<file path="config.mk">
export PLATFORM = sky130hd
export DESIGN_NAME = stereo_boxcar_decimator
export DESIGN_NICKNAME = d
export VERILOG_FILES = /design/src/rtl/stereo_boxcar_decimator.sv
export SDC_FILE = /design/constraint.sdc
export NUM_CORES = 1
export LEC_CHECK = 0
export ABC_AREA = 0
export BUFFER_PORTS_ARGS = -buffer_cell sky130_fd_sc_hd__buf_2
export CAP_MARGIN = 0
export CORE_ASPECT_RATIO = 1.4
export CORE_MARGIN = 10
export CORE_UTILIZATION = 46
export CTS_CLUSTER_SIZE = 16
export DETAILED_ROUTE_END_ITERATION = 6
export GPL_TIMING_DRIVEN = 0
export PLACE_DENSITY = 0.74
export SLEW_MARGIN = 15
export SYNTH_ARGS = -nofsm -noshare
export SYNTH_HDL_FRONTEND = slang
export SYNTH_SLANG_ARGS = --single-unit
</file>
<file path="constraint.sdc">
create_clock -name clk -period 3.8 [get_ports clk]
set_input_delay 0 -clock clk [delete_from_list [all_inputs] [get_ports clk]]
set_output_delay 0 -clock clk [all_outputs]
set_load 0.02 [all_outputs]
</file>
<file path="src/rtl/stereo_boxcar_decimator.sv">
// stereo_boxcar_decimator: stereo boxcar-mean decimator with a shared restoring divider (optional DECIM_ROUND_EN rounding)
module stereo_boxcar_decimator #(
   parameter int DATA_W = 24,
   parameter int CNT_W  = 8,
   parameter int ACC_W  = DATA_W + CNT_W
) (
   input  logic        clk,
   input  logic        reset,
   input  logic        din_en,
   input  logic [31:0] l_data_in,
   input  logic [31:0] r_data_in,
   input  logic        dout_en,
   output logic        dout_valid,
   output logic [31:0] l_data_out,
   output logic [31:0] r_data_out,
   output logic        busy,
   output logic        sat_flag
);
   localparam int IT_W = $clog2(ACC_W);
   typedef enum logic [1:0] {S_IDLE, S_DIV, S_OUT} state_t;
   state_t                   r_state, w_next;
   logic                     r_din_dly, r_dout_dly;
   logic signed [ACC_W-1:0]  r_l_acc, r_r_acc;
   logic [CNT_W-1:0]         r_cnt, r_div;
   logic [IT_W-1:0]          r_it;
   logic                     r_l_neg, r_r_neg;
   logic [ACC_W-1:0]         r_l_q, r_r_q;
   logic [CNT_W-1:0]         r_l_rem, r_r_rem;
   logic                     w_din_edge, w_dout_edge, w_start, w_l_ge, w_r_ge;
   logic signed [ACC_W-1:0]  w_l_ext, w_r_ext;
   logic [ACC_W-1:0]         w_l_mag, w_r_mag, w_rnd, w_l_res, w_r_res;
   logic [CNT_W:0]           w_l_sh, w_r_sh;
   assign w_din_edge  = din_en & ~r_din_dly;
   assign w_dout_edge = dout_en & ~r_dout_dly;
   assign w_start     = (r_state == S_IDLE) & w_dout_edge;
   assign busy        = r_state != S_IDLE;
   assign w_l_ext     = ACC_W'($signed(l_data_in[DATA_W-1:0]));
   assign w_r_ext     = ACC_W'($signed(r_data_in[DATA_W-1:0]));
`ifdef DECIM_ROUND_EN
   assign w_rnd       = ACC_W'(r_cnt >> 1);
`else
   assign w_rnd       = '0;
`endif
   assign w_l_mag     = (r_l_acc[ACC_W-1] ? -r_l_acc : r_l_acc) + w_rnd;
   assign w_r_mag     = (r_r_acc[ACC_W-1] ? -r_r_acc : r_r_acc) + w_rnd;
   assign w_l_sh      = {r_l_rem, r_l_q[ACC_W-1]};
   assign w_r_sh      = {r_r_rem, r_r_q[ACC_W-1]};
   assign w_l_ge      = w_l_sh >= {1'b0, r_div};
   assign w_r_ge      = w_r_sh >= {1'b0, r_div};
   assign w_l_res     = r_l_neg ? -r_l_q : r_l_q;
   assign w_r_res     = r_r_neg ? -r_r_q : r_r_q;
   // state register
   always_ff @(posedge clk)
      r_state <= reset ? S_IDLE : w_next;
   // next state: a request starts a division, ACC_W iterations, then one output cycle
   always_comb begin
      w_next = r_state;
      w_next = r_state == S_IDLE ? (w_dout_edge ? S_DIV : S_IDLE)
             : r_state == S_DIV  ? (r_it == '0 ? S_OUT : S_DIV)
             : S_IDLE;
   end
   // accumulation, snapshot, divider iterations and output registers
   always_ff @(posedge clk) begin
      if (reset) begin
         r_din_dly  <= 1'b0;
         r_dout_dly <= 1'b0;
         r_l_acc    <= '0;
         r_r_acc    <= '0;
         r_cnt      <= '0;
         r_div      <= '0;
         r_it       <= '0;
         r_l_neg    <= 1'b0;
         r_r_neg    <= 1'b0;
         r_l_q      <= '0;
         r_r_q      <= '0;
         r_l_rem    <= '0;
         r_r_rem    <= '0;
         sat_flag   <= 1'b0;
         dout_valid <= 1'b0;
         l_data_out <= '0;
         r_data_out <= '0;
      end else begin
         r_din_dly  <= din_en;
         r_dout_dly <= dout_en;
         dout_valid <= r_state == S_OUT;
         if (w_start) begin
            r_l_neg <= r_l_acc[ACC_W-1];
            r_r_neg <= r_r_acc[ACC_W-1];
            r_l_q   <= w_l_mag;
            r_r_q   <= w_r_mag;
            r_l_rem <= '0;
            r_r_rem <= '0;
            r_div   <= r_cnt;
            r_it    <= IT_W'(ACC_W - 1);
            r_l_acc <= w_din_edge ? w_l_ext : '0;
            r_r_acc <= w_din_edge ? w_r_ext : '0;
            r_cnt   <= w_din_edge ? CNT_W'(1) : '0;
         end else if (w_din_edge) begin
            if (r_cnt != '1) begin
               r_l_acc <= r_l_acc + w_l_ext;
               r_r_acc <= r_r_acc + w_r_ext;
               r_cnt   <= r_cnt + 1'b1;
            end else
               sat_flag <= 1'b1;
         end
         if (r_state == S_DIV) begin
            r_l_rem <= CNT_W'(w_l_ge ? w_l_sh - {1'b0, r_div} : w_l_sh);
            r_r_rem <= CNT_W'(w_r_ge ? w_r_sh - {1'b0, r_div} : w_r_sh);
            r_l_q   <= {r_l_q[ACC_W-2:0], w_l_ge};
            r_r_q   <= {r_r_q[ACC_W-2:0], w_r_ge};
            r_it    <= r_it - 1'b1;
         end
         if (r_state == S_OUT && r_div != '0) begin
            l_data_out <= 32'($signed(w_l_res[DATA_W-1:0]));
            r_data_out <= 32'($signed(w_r_res[DATA_W-1:0]));
         end
      end
   end
endmodule

</file>
==> Word level (Yosys, flattened, before mapping) <==
Index checks and enable logic that the tools add are counted.
{ "classes": {"n_addsub": 10, "mul": 0, "div_mod_pow": 0, "order_cmp": 2, "eq_ne": 3, "n_shift": 0, "n_mux": 31, "bitwise_logic": 7, "reduce_logical": 10} }
{ "ops": {"columns": ["op", "count"], "rows": [
  ["$mux 32", 14],
  ["$add 32x24->32", 2],
  ["$mux 8", 8],
  ["$neg 32->32", 2],
  ["$mux 24", 2],
  ["$neg 24->24", 2],
  ["$ge 9x8->1", 2],
  ["$sub 8x8->8", 2],
  ["$mux 5", 2],
  ["$add 8x1->8 const B", 1],
  ["$ne 8x8->1 const B", 1],
  ["$reduce_bool 2->1", 4],
  ["$reduce_bool 8->1", 1],
  ["$mux 2", 3],
  ["$logic_not 5->1", 1],
  ["$sub 5x1->5 const B", 1],
  ["$not 1->1", 4],
  ["$and 1x1->1", 3],
  ["$reduce_and 3->1", 1],
  ["$eq 2x1->1 const B", 1],
  ["$eq 2x2->1 const B", 1],
  ["$logic_not 2->1", 1],
  ["$mux 1", 2],
  ["$reduce_and 2->1", 1],
  ["$logic_and 1x1->1", 1]
]} }
{ "word_totals": {"reg_bits": 221, "latch_bits": 0, "ramBits": 0, "rom_bits": 0, "input_bits": 68, "output_inout_bits": 67, "wordCells": 81, "mem_count": 0} }

==> Depth between registers and ports, before layout <==
{ "depth": {"depth_word": 5, "mapped_depth": 11, "depth_no_buf": 11} }

==> Least setup slack after synthesis <==
No wires, ideal clock.
{ "synth_timing": {"path_kind": "register to register", "start": "reg r_l_acc[0]", "end": "reg r_l_acc[28]", "setup_time_ns": 0.132, "t_arrival_ns": 2.740, "required_ns": 3.668, "path_slack_ns": 0.927, "stages_incl_launch_ff": 12, "path_buffers": 0, "synth_period_minus_slack_ns": 2.873, "cell_sequence": "dfxtp_1 > ha_1 > fa_1 > a21o_1 > a21oi_1 > o21ai_0 > a31o_2 > o2111a_1 > o21ai_0 > o311ai_0 > xnor2_1 > a21oi_1"} }
{ "synth_via": {"elab_chain_len": 4} }
{ "synth_rtl": {"columns": ["item", "line_no", "rtl"], "rows": [
  ["from (decl)", "23", "logic signed [ACC_W-1:0] r_l_acc, r_r_acc;"],
  ["from (signal assigned)", "95", "r_l_acc <= w_din_edge ? w_l_ext : '0;"],
  ["from (signal assigned)", "100", "r_l_acc <= r_l_acc + w_l_ext;"],
  ["$add 32x24->32", "100", null],
  ["$mux 32", "99", "if (r_cnt != '1) begin"],
  ["$mux 32", "98", "end else if (w_din_edge) begin"],
  ["$mux 32", "86", "if (w_start) begin"]
]} }
Every way passes these cells. The select of a mux whose other input is x is not followed.
A chain may end at the register's enable or synchronous reset.

==> Final worst setup path <==
{ "layout_timing": {"start": "reg r_r_acc[7]", "end": "reg r_r_acc[31]"} }
{ "layout_via": {"elab_chain_len": 4} }
{ "layout_rtl": {"columns": ["item", "line_no", "rtl"], "rows": [
  ["from (decl)", "23", null],
  ["from (signal assigned)", "96", "r_r_acc <= w_din_edge ? w_r_ext : '0;"],
  ["from (signal assigned)", "101", "r_r_acc <= r_r_acc + w_r_ext;"],
  ["$add 32x24->32", "101", null],
  ["$mux 32", "99", null],
  ["$mux 32", "98", null],
  ["$mux 32", "86", null]
]} }
Every way passes these cells. The select of a mux whose other input is x is not followed.

==> flow_summary.toml <==
[synthesis]
netlist_area_um2 = 14350
synthFlopType = "dfxtp_1"
synthArstFlopShare_pct = 0
ys_ff_latch = 221
synth_cell_type_count = 67
yosysSeqAreaShare_pct = 30.83
yosys_warnings = 0
synth_edf_count = 0
syn_inst = 1766
syn_nets = 1923
syn_avg_cell_area_um2 = 8.126

[sta]
hold_ws_ns = 0.03866
post-route-min-period_ns = 3.695
finalSetupViolCount = 0
tightest_slew_ns = 0.9489
timing.fmax_mhz = 270.6
skew_ns = 0.01087
drv_slew = 0
rsz0062_at_grt = "false"
max-slew-margin-rel_pct = 36.74
fin_crit_sh_pct = 97.24
tns_ns = 0
hold_violations = 0

[setup_path]
critPathLaunchType = "flip-flop"
worstSetupPathType = "reg2reg"
crit_top_cell = "a21oi_1"
critPathCaptureType = "flip-flop"
cp_max_fo = 9
critPathMaxStageDelay_ns = 0.56
critical_path_arrival_ns = 4.10
cp_cell_sequence = "ha_1 -> clkbuf_1 -> and4_1 -> a21oi_1 -> a31oi_1 -> a21oi_1 -> o21ai_1 -> a311oi_1 -> mux2_2 -> o21ai_0 -> a21boi_0"
crit_required_ns = 4.21
slowest_stage = "a311oi_1"

[die]
fp.dieH_um = 229.0
num_rows = 76
dieArea_um2 = 38760
initial_core_util_pct = 46.58
die_w_um = 169.3
design.core.area_um2 = 30810
io_pins = 135

[global_route]
grt_pass1_wl_um = 72340
globalRouteOverflowTotal = 0
grt_usage_pct = 22.60
grt_max_degree = 17
antenna_found_initial = 0
first_global_vias = 13650

[layout]
layout-drive-gt1-share_pct = 9.746
multiInputGateArea_um2 = 9255
diodes = 0
mostFrequentLayoutCells = "221 x dfxtp_1, 212 x nor2_1, 150 x nand2_1"
final_common_cell = "dfxtp_1"
regArea_um2 = 4424
final_nets = 2114
fill_cells = 2934
syn2layout_area_growth_pct = 16.33

[route]
firstDrtPassIters = 7
num_vias = 14220
vias_per_cell = 6.025
wl_per_cell_um = 19.59
drc = 0
ant_nets = 0
drt-initial-drc-count = 1407
routed_wl_um = 46240

[hold_path]
hold_class = "in2reg"

[pwr]
power_density_nw_per_um2 = 455.7
ir_worst_vdd_mv = 0.2240
leakage_uw = 0.006808

[clock_network]
cts.clk_slew.worst_paths_ns = 0.07
cts_sinks = 221
ctsHtreeMaxLevel = 1
cts_resized = 0
clock_latency_ns = 0.53
numCtsBuffers = 22
cts_buffer_depth = 3
root_buffer = "clkbuf_16"
cts_tree = "yes"

[status]
status = "finished clean"

[place]
gp_congestion = 0.9622
io_buffer_count = 118
dp_hpwl_um = 35650

[run]
max-cap-violations = 0
[what timing repair did]
item                      4_1_cts  5_1_grt
hold buffers                   49        0
setup buffers                   0        0
hold endpoints to repair       53        0
[registers in the layout (all words and copies together), names as in the netlist]
| signal | cells |
|---|---|
| r_it | 5 |
| r_l_acc | 32 |
| r_dout_dly | 1 |
| r_r_neg | 1 |
| r_l_neg | 1 |
| r_l_q | 32 |
| sat_flag | 1 |
| r_cnt | 8 |
| r_din_dly | 1 |
| r_r_acc | 32 |
| dout_valid | 1 |
| r_l_rem | 8 |
| l_data_out | 24 |
| r_div | 8 |
| r_data_out | 24 |
| r_r_rem | 8 |
| r_state | 2 |
| r_r_q | 32 |
[layout make-up]
class | instances | share of cell area, %
inverters | 41 | 0.9218
plain buffers | 122 | 3.103
clock inverters | 13 | 1.109
clock buffers | 24 | 3.530
well taps | 390 | 2.923
multi-input cells | 1382 | 55.44
repair buffers | 167 | 6.475
flip-flops and latches | 221 | 26.50
[per-stage QoR]
stage               util [%]  instance area [µm²]  power (µW)  setup slack [ns]  cells
finish                 54.19                16690        7608            0.1050   2360
global route           54.19                16690        7964           0.03540   2360
CTS                    54.19                16690        7557            0.2482   2360
detailed placement     50.08                15430        5159            0.3077   2274
global placement       50.08                15430        5104            0.3372   2274
floorplan                  -                14350        4522            0.9273   1766
[synthesized netlist by cell type, types with 31 or more instances]
library cell  count  area share (%)
xor2_1           64             3.9
o31ai_1          31             1.6
nor2_1          212             5.5
ha_1             85             7.4
a21oi_1         110             3.8
a211oi_1         53             2.8
mux2i_1          32             2.2
clkbuf_1         99             2.6
a21o_1           47             2.5
inv_1            41             1.1
nand2_1         150             3.9
dfxtp_1         221              31
o21ai_0          99             3.5
xnor2_1         103             6.3
nor3_1           31             1.1
nand3_1          49             1.7
a222oi_1         60             4.2
[critical path, delay by kind of cell, from the launching register on]
kind	cells	cell delay, ns
AOI/OAI and AO/OA	7	1.94
adders and majority gates	1	0.30
buffers and inverters	1	0.19
DFF	1	0.54
muxes	1	0.39
and+or+nand+nor	1	0.21
[path summary, 6_finish.rpt]
kind | slack [ns] | cells past startpoint | from | endpoint
max | 0.11 | 11 | r_r_acc[7]$_SDFFE_PP0P_ | r_r_acc[31]$_SDFFE_PP0P_
min reg2reg | 0.48 | 2 | r_div[3]$_SDFFE_PP0P_ | r_div[3]$_SDFFE_PP0P_
min | 0.04 | 4 | r_data_in[23] | r_r_acc[31]$_SDFFE_PP0P_
max reg2reg | 0.11 | 11 | r_r_acc[7]$_SDFFE_PP0P_ | r_r_acc[31]$_SDFFE_PP0P_
[power breakdown]
part           switching, µW  leakage, µW  internal [µW]
Sequential               290      0.00180           2500
Combinational           1430      0.00463            997
Clock                    993     0.000376           1400
Total                   2710      0.00681           4900
[metal layers]
| metal | routed length (µm) | GRT usage (%) | up-vias | share of wire [%] |
|---|---|---|---|---|
| met5 | 0 | 0 | - | 0 |
| met4 | 2151 | 10.65 | 0 | 4.7 |
| met3 | 3261 | 3.479 | 133 | 7.1 |
| met2 | 22370 | 38.82 | 595 | 48 |
| met1 | 18460 | 26.83 | 6576 | 40 |
| li1 | - | - | 6916 | - |
[cell families after synthesis]
kind of cell	after synthesis	synth area share (%)
AND/OR/NAND/NOR	559	17.74
buffers and inverters	163	4.682
XOR/XNOR	167	10.19
multiplexers	33	2.310
flip-flops	221	30.83
adder cells (fa/ha/maj)	89	7.969
AO/OA/AOI/OAI	534	26.28
No activity file was read; power rests on OpenSTA's default activity.
